--- src/rtl/bird_motion_seq_if.sv ---
// bird_motion_seq_if
// Pixel plot port between the bird sequencer and the VGA framebuffer.
// A pixel (plot_x, plot_y, plot_colour) is held by the master until an edge
// where plot_valid && plot_ready; one pixel per cycle is possible.
//   plot_x      [7:0]  pixel column        (master -> slave)
//   plot_y      [6:0]  pixel row           (master -> slave)
//   plot_colour [2:0]  pixel colour        (master -> slave)
//   plot_valid         pixel request       (master -> slave)
//   plot_ready         pixel accepted      (slave -> master)
interface bird_motion_seq_if;
    logic [7:0] plot_x;
    logic [6:0] plot_y;
    logic [2:0] plot_colour;
    logic       plot_valid;
    logic       plot_ready;

    modport master (output plot_x, plot_y, plot_colour, plot_valid, input plot_ready);
    modport slave  (input plot_x, plot_y, plot_colour, plot_valid, output plot_ready);
endinterface

--- src/rtl/bird_motion_seq.sv ---
// bird_motion_seq
// Per-frame bird sprite sequencer: on a frame tick it erases the sprite at the
// old row, applies gravity/flap physics for one cycle, then redraws the sprite.
// Also owns the sticky ground-collision flag (touched).
//   clk, resetn      clock, synchronous active-low reset
//   i_frame_tick     one-cycle pulse per video frame
//   i_game_run       high during play
//   i_start          pulse: re-centre bird, clear touched
//   i_flap           pulse: flap request
//   plot             framebuffer pixel port (master side)
//   o_bird_y         current top row of the bird
//   o_touched        sticky ground collision
//   o_busy           high while a frame is being processed
//   o_overrun_cnt    ticks dropped while busy (only with BIRD_OVERRUN_CNT_EN,
//                    otherwise tied to 0)
//
// state  | meaning
// IDLE   | waiting for a frame tick or start
// ERASE  | plotting sprite in colour 0 at the old row
// UPDATE | one-cycle physics step
// DRAW   | plotting sprite in BIRD_COLOUR at the new row
module bird_motion_seq #(
    parameter int         SCREEN_H    = 120,
    parameter int         BIRD_X      = 40,
    parameter int         BIRD_W      = 4,
    parameter int         BIRD_H      = 4,
    parameter int         START_Y     = 56,
    parameter int         GRAVITY     = 1,
    parameter int         VMAX        = 4,
    parameter int         FLAP_VEL    = -6,
    parameter logic [2:0] BIRD_COLOUR = 3'b110
) (
    input  logic                     clk,
    input  logic                     resetn,
    input  logic                     i_frame_tick,
    input  logic                     i_game_run,
    input  logic                     i_start,
    input  logic                     i_flap,
    bird_motion_seq_if.master        plot,
    output logic [6:0]               o_bird_y,
    output logic                     o_touched,
    output logic                     o_busy,
    output logic [7:0]               o_overrun_cnt
);
    typedef enum logic [1:0] {IDLE, ERASE, UPDATE, DRAW} state_t;

    localparam logic signed [8:0] C_GRAV  = 9'(GRAVITY);
    localparam logic signed [8:0] C_VMAX  = 9'(VMAX);
    localparam logic signed [8:0] C_FLAP  = 9'(FLAP_VEL);
    localparam logic signed [8:0] C_YMAX  = 9'(SCREEN_H - BIRD_H);
    localparam logic [7:0]        C_DXL   = 8'(BIRD_W - 1);
    localparam logic [6:0]        C_DYL   = 7'(BIRD_H - 1);

    state_t            r_state, w_state_n;
    logic [7:0]        r_dx, w_dx_n;
    logic [6:0]        r_dy, w_dy_n;
    logic [7:0]        r_px, w_px_n;
    logic [6:0]        r_py, w_py_n;
    logic [2:0]        r_col, w_col_n;
    logic              r_valid, w_valid_n;
    logic [6:0]        r_bird_y, w_bird_y_n;
    logic signed [8:0] r_vel, w_vel_n;
    logic              r_touched, w_touched_n;
    logic              r_start_p, w_start_p_n;
    logic              r_flap_p, w_flap_p_n;

    logic signed [8:0] w_v_inc, w_v_upd, w_y_sum;
    logic              w_last;

    always_comb begin
        w_v_inc = r_vel + C_GRAV;
        w_v_upd = r_flap_p ? C_FLAP : ((w_v_inc > C_VMAX) ? C_VMAX : w_v_inc);
        w_y_sum = $signed({2'b00, r_bird_y}) + w_v_upd;
    end

    assign w_last = (r_dx == C_DXL) && (r_dy == C_DYL);

    always_comb begin
        w_state_n   = r_state;
        w_dx_n      = r_dx;
        w_dy_n      = r_dy;
        w_px_n      = r_px;
        w_py_n      = r_py;
        w_col_n     = r_col;
        w_valid_n   = r_valid;
        w_bird_y_n  = r_bird_y;
        w_vel_n     = r_vel;
        w_touched_n = r_touched;
        w_start_p_n = r_start_p | i_start;
        w_flap_p_n  = r_flap_p | i_flap;
        case (r_state)
            IDLE: begin
                if ((i_frame_tick && i_game_run && !r_touched) || r_start_p || i_start) begin
                    w_state_n = ERASE;
                    w_valid_n = 1'b1;
                    w_dx_n    = '0;
                    w_dy_n    = '0;
                    w_px_n    = 8'(BIRD_X);
                    w_py_n    = r_bird_y;
                    w_col_n   = 3'b000;
                end
            end
            ERASE, DRAW: begin
                if (r_valid && plot.plot_ready) begin
                    if (w_last) begin
                        w_state_n = (r_state == ERASE) ? UPDATE : IDLE;
                        w_valid_n = 1'b0;
                    end else begin
                        if (r_dx == C_DXL) begin
                            w_dx_n = '0;
                            w_dy_n = r_dy + 7'd1;
                        end else begin
                            w_dx_n = r_dx + 8'd1;
                        end
                        w_px_n = 8'(BIRD_X) + w_dx_n;
                        w_py_n = r_bird_y + w_dy_n;
                    end
                end
            end
            UPDATE: begin
                // Pulses landing in this cycle are kept for the next frame.
                w_start_p_n = i_start;
                w_flap_p_n  = i_flap;
                if (r_start_p) begin
                    w_bird_y_n  = 7'(START_Y);
                    w_vel_n     = '0;
                    w_touched_n = 1'b0;
                end else begin
                    w_vel_n = w_v_upd;
                    if (w_y_sum < 0) begin
                        w_bird_y_n = '0;
                        w_vel_n    = '0;
                    end else if (w_y_sum > C_YMAX) begin
                        w_bird_y_n  = C_YMAX[6:0];
                        w_touched_n = 1'b1;
                    end else begin
                        w_bird_y_n = w_y_sum[6:0];
                    end
                end
                w_state_n = DRAW;
                w_valid_n = 1'b1;
                w_dx_n    = '0;
                w_dy_n    = '0;
                w_px_n    = 8'(BIRD_X);
                w_py_n    = w_bird_y_n;
                w_col_n   = BIRD_COLOUR;
            end
            default: w_state_n = IDLE;
        endcase
    end

    always_ff @(posedge clk) begin
        if (!resetn) begin
            r_state   <= IDLE;
            r_dx      <= '0;
            r_dy      <= '0;
            r_px      <= '0;
            r_py      <= '0;
            r_col     <= '0;
            r_valid   <= 1'b0;
            r_bird_y  <= 7'(START_Y);
            r_vel     <= '0;
            r_touched <= 1'b0;
            r_start_p <= 1'b0;
            r_flap_p  <= 1'b0;
        end else begin
            r_state   <= w_state_n;
            r_dx      <= w_dx_n;
            r_dy      <= w_dy_n;
            r_px      <= w_px_n;
            r_py      <= w_py_n;
            r_col     <= w_col_n;
            r_valid   <= w_valid_n;
            r_bird_y  <= w_bird_y_n;
            r_vel     <= w_vel_n;
            r_touched <= w_touched_n;
            r_start_p <= w_start_p_n;
            r_flap_p  <= w_flap_p_n;
        end
    end

    assign plot.plot_x      = r_px;
    assign plot.plot_y      = r_py;
    assign plot.plot_colour = r_col;
    assign plot.plot_valid  = r_valid;
    assign o_bird_y         = r_bird_y;
    assign o_touched        = r_touched;
    assign o_busy           = (r_state != IDLE);

`ifdef BIRD_OVERRUN_CNT_EN
    logic [7:0] r_overrun;

    always_ff @(posedge clk) begin
        if (!resetn) begin
            r_overrun <= '0;
        end else if (i_frame_tick && o_busy && i_game_run && (r_overrun != 8'hFF)) begin
            r_overrun <= r_overrun + 8'd1;
        end
    end

    assign o_overrun_cnt = r_overrun;
`else
    assign o_overrun_cnt = '0;
`endif

endmodule

--- src/flat_wrapper.sv ---
// flat-port wrapper written by rule: the top's interface ports become plain ports
module bird_motion_seq_flat 
#(
    parameter int         SCREEN_H    = 120,
    parameter int         BIRD_X      = 40,
    parameter int         BIRD_W      = 4,
    parameter int         BIRD_H      = 4,
    parameter int         START_Y     = 56,
    parameter int         GRAVITY     = 1,
    parameter int         VMAX        = 4,
    parameter int         FLAP_VEL    = -6,
    parameter logic [2:0] BIRD_COLOUR = 3'b110
)
  (clk, resetn, i_frame_tick, i_game_run, i_start, i_flap, o_bird_y, o_touched, o_busy, o_overrun_cnt, plot_plot_x, plot_plot_y, plot_plot_colour, plot_plot_valid, plot_plot_ready);
  bird_motion_seq_if plot_i ();
  input  logic clk;
  input  logic resetn;
  input  logic i_frame_tick;
  input  logic i_game_run;
  input  logic i_start;
  input  logic i_flap;
  output logic [6:0] o_bird_y;
  output logic o_touched;
  output logic o_busy;
  output logic [7:0] o_overrun_cnt;
  output wire logic [$bits(plot_i.plot_x)-1:0] plot_plot_x;
  output wire logic [$bits(plot_i.plot_y)-1:0] plot_plot_y;
  output wire logic [$bits(plot_i.plot_colour)-1:0] plot_plot_colour;
  output wire logic [$bits(plot_i.plot_valid)-1:0] plot_plot_valid;
  input wire logic [$bits(plot_i.plot_ready)-1:0] plot_plot_ready;
  assign plot_plot_x = plot_i.plot_x;
  assign plot_plot_y = plot_i.plot_y;
  assign plot_plot_colour = plot_i.plot_colour;
  assign plot_plot_valid = plot_i.plot_valid;
  assign plot_i.plot_ready = plot_plot_ready;
  bird_motion_seq #(.SCREEN_H(SCREEN_H), .BIRD_X(BIRD_X), .BIRD_W(BIRD_W), .BIRD_H(BIRD_H), .START_Y(START_Y), .GRAVITY(GRAVITY), .VMAX(VMAX), .FLAP_VEL(FLAP_VEL), .BIRD_COLOUR(BIRD_COLOUR)) u_core (.clk(clk), .resetn(resetn), .i_frame_tick(i_frame_tick), .i_game_run(i_game_run), .i_start(i_start), .i_flap(i_flap), .plot(plot_i), .o_bird_y(o_bird_y), .o_touched(o_touched), .o_busy(o_busy), .o_overrun_cnt(o_overrun_cnt));
endmodule
--- config.mk ---
export PLATFORM = sky130hd
export DESIGN_NAME = bird_motion_seq_flat
export DESIGN_NICKNAME = d
export VERILOG_FILES = /design/src/rtl/bird_motion_seq_if.sv /design/src/rtl/bird_motion_seq.sv /design/src/flat_wrapper.sv
export SDC_FILE = /design/constraint.sdc
export NUM_CORES = 1
export LEC_CHECK = 0
export ABC_AREA = 0
export CORE_ASPECT_RATIO = 0.7
export CORE_MARGIN = 4
export CORE_UTILIZATION = 30
export CTS_BUF_LIST = sky130_fd_sc_hd__clkbuf_16
export DETAILED_ROUTE_END_ITERATION = 8
export PLACE_DENSITY = 0.55
export SYNTH_ARGS = -nofsm -noshare
export SYNTH_HDL_FRONTEND = slang
export SYNTH_SLANG_ARGS = --single-unit
--- constraint.sdc ---
create_clock -name clk -period 9.7 [get_ports clk]
set_clock_uncertainty 0.05 [all_clocks]
set_input_delay 1.94 -clock clk [delete_from_list [all_inputs] [get_ports clk]]
set_output_delay 1.94 -clock clk [all_outputs]
set_load 0.01 [all_outputs]
==> impl_metrics.ini <==
[timing]
max_freq_ghz = 0.188
period_minus_slack_ps = 5310
setup_ws_ps = 4390
period_share_pct = 54.7
worstMarginPinSlew_ps = 1140
rsz0062_at_grt = no
finalSetupViolCount = 0
slew_violations = 0
tns_ps = 0
hold_viol_final = 0
relSlewSlack_pct = 23.7

[critical_path]
cp_max_fo = 10
crit_path_start_kind = flop
cpLargestDelayFamily = simple AND/OR/NAND/NOR gates
startpoint = u_core.r_vel[0]$_SDFFE_PN0P_
worst_ep_arrival_time_ps = 5500
slowest_stage = nor3_1
worstReg2RegStart = u_core.r_vel[0]$_SDFFE_PN0P_
endpoint_kind = flop
crit_type = flop to flop
critPathMostFrequentCell = ha_1
slowest_delay_ps = 910
worst-path-buf-inv = 1
rrSetupSlack_ps = 4390
worst-path-stages = 20
reg2regPathDepth = 20
cp.required_ps = 9890
cp_cell_sequence = ha_1 -> nand4_1 -> mux2i_1 -> and3_1 -> o22ai_1 -> and2_1 -> nor3_1 -> ha_1 -> inv_1 -> fa_1 -> nand3b_1 -> nand2_1 -> nand2b_1 -> a21oi_1 -> ha_1 -> nand2b_1 -> nor3_1 -> nand3_1 -> a22oi_1 -> a221o_1
worstReg2RegEnd = u_core.r_vel[4]$_SDFFE_PN0P_

[global_route]
first_global_vias = 3261
grt_max_degree = 35
met3_usage_pct = 2.95
met1_usage_pct = 23.1
grt_busiest_layer = met1
track_usage_pct = 14.7
overflow = 0
grt_first_pass_wirelength_um = 17300
antenna_found_initial = 0
globalRouteMet2Util_pct = 20.5

[logic_synthesis]
synthArstFlopShare_pct = 0
synthFlopType = dfxtp_1
syn_inst = 468
ys_ff_latch = 50
ys_warn_count = 0
yosysSeqAreaShare_pct = 26.4
synth_edf_count = 0
syn_area_um2 = 3790
avgSynthCellArea_um2 = 8.10
synth_cell_types = 72

[hold_path]
hp-start = u_core.plot.plot_x[0]$_SDFFE_PN0P_
hold_end = u_core.plot.plot_x[0]$_SDFFE_PN0P_
hp-class = flop to flop
min_path_cells = 2

[final_layout]
drive_above_1_share_pct = 4.98
final_net_count = 515
fillCellCount = 1261
n_antenna_cell = 0
area_growth_pct = 13.3

[detailed_routing]
route.vias.total = 3474
first_pass_iters = 5
drt_iter0_drc = 316
drc = 0
routed_via_density = 5.39
antenna_left = 0
wl_per_cell_um = 16.4
routed_wl_um = 10500

[cts]
clk_pin_slew_ps = 70
cts_hold_buf = 0
numCtsBuffers = 5
cts_max_level = 2
cts_tree = yes
post_cts_buffers = 0
worstSkewPairLatency_ps = 300
ctsRootBufferMaster = clkbuf_16
cts_buffer_depth = 2
post_cts_resized = 0
numClockSinks = 50

[place]
place.gp.congestion = 0.901
hpwl_um = 7810
io_buffers = 33
pre_cts_slack_ps = 4470

[floorplanning]
rows = 34
die_h_um = 102
fp.dieArea_um2 = 14500
io_pins = 43
start_util_pct = 30.6
die_w_um = 142
coreArea_um2 = 12400

[status]
status = finished clean

[flow_run]
drv_cap = 0

[power_and_ir_drop]
p_leak_uw = 0.00165
power.density_nw_per_um2 = 216
ir_drop_uv = 133
-- worst min-delay path, delay by kind of cell (launching register included) --
family | cells | cell delay (ps)
AOI/OAI and AO/OA | 1 | 50
DFF | 1 | 350
and+or+nand+nor | 1 | 60
-- synthesized netlist by cell type, types with 5 or more instances --
cell type	number	area share, %
dfxtp_1	50	26
a21o_1	11	2.2
nand3_1	15	2.0
a22oi_1	14	2.8
nor3_1	13	1.7
nand3b_1	8	1.6
buf_4	19	3.8
xnor2_1	20	4.6
nand4b_1	5	1.2
nor2_1	36	3.6
nand2_1	34	3.4
buf_2	5	0.66
o21ai_0	21	2.8
o31ai_1	6	1.2
ha_1	25	8.2
a21oi_1	38	5.0
nand2b_1	11	1.8
nor3b_1	5	0.99
nand4_1	5	0.82
inv_1	18	1.8
or3_1	6	0.99
xor2_1	5	1.2
clkbuf_1	11	1.1
-- cell type report --
cell class / count / area [µm²] / share of cell area [%]
flip-flops and latches: 50 / 1000 / 23.3
well taps: 162 / 203 / 4.72
repair buffers: 35 / 345 / 8.04
clock inverters: 3 / 16.3 / 0.379
multi-input cells: 370 / 2530 / 59.0
clock buffers: 5 / 125 / 2.91
inverters: 19 / 71.3 / 1.66
-- registers in the layout, summed over array words and instances (netlist names) --
register and flops:
u_core.r_dx 5, u_core.o_bird_y 7, u_core.plot.plot_x 8, u_core.o_touched 1, u_core.r_start_p 1, u_core.r_flap_p 1, u_core.plot.plot_y 7, u_core.plot.plot_colour 1
u_core.r_vel 9, u_core.r_state 2, u_core.plot.plot_valid 1, u_core.r_dy 7
-- power breakdown --
part / leakage [µW] / total, µW / internal (µW) / switching [µW]
combinational: 0.00118 / 474 / 187 / 287
sequential: 0.000407 / 276 / 237 / 38.9
clock: 0.0000689 / 177 / 94.6 / 82.0
-- layout by cell type, fill, tap and decap left out, types with 4 or more instances in the layout --
cell and n:
a21o_1 11, a21oi_1 38, a22oi_1 14, a31oi_1 4, clkbuf_16 5, clkdlybuf4s50_1 33, conb_1 9, dfxtp_1 50
ha_1 25, inv_1 18, nand2_1 34, nand2b_1 11, nand3_1 15, nand3b_1 8, nand4_1 5, nand4b_1 5
nor2_1 36, nor3_1 13, nor3b_1 5, o211ai_1 4, o21a_1 4, o21ai_0 21, o31ai_1 6, or2_2 4
or3_1 6, xnor2_1 20, xor2_1 5
-- stage by stage --
step           power, µW  cells  cell area, µm²  utilization, %  hold WS, ps
2_1_floorplan        601    476            3820               -          412
6_report             926    644            4300            34.7          454
3_3_place_gp         744    636            4150            33.6          433
5_1_grt             1000    644            4300            34.7          488
4_1_cts              927    644            4300            34.7          454
3_5_place_dp         748    636            4150            33.6          442
-- worst max-delay path by stage --
stage	to	slack, ps
after floorplan	u_core.r_vel[3]$_SDFFE_PN0P_	5430
after global placement	u_core.r_vel[3]$_SDFFE_PN0P_	4690
after detailed placement	u_core.r_vel[4]$_SDFFE_PN0P_	4470
after CTS	u_core.r_vel[4]$_SDFFE_PN0P_	4430
after global routing	u_core.r_vel[4]$_SDFFE_PN0P_	3940
final	u_core.r_vel[4]$_SDFFE_PN0P_	4390
-- cells by family (layout without fill, tap and decap cells) --
logic type,after synthesis,after routing,synth area share (%)
buf+inv,56,62,7.59
xor+xnor,26,26,6.50
compound gates,142,142,26.4
other cells,1,9,0.0989
flops,50,50,26.4
fa+ha+maj,27,27,9.30
simple gates,163,163,23.0
mux,3,3,0.792
-- per-layer routing --
layer	wire length (µm)	up-vias	part of all wire, %
met4	106	0	1.0
met1	5870	1651	56
li1	-	1718	-
met2	4130	95	39
met3	434	10	4.1
met5	0	-	0
Note: power is estimated with default switching activity, not from simulation.
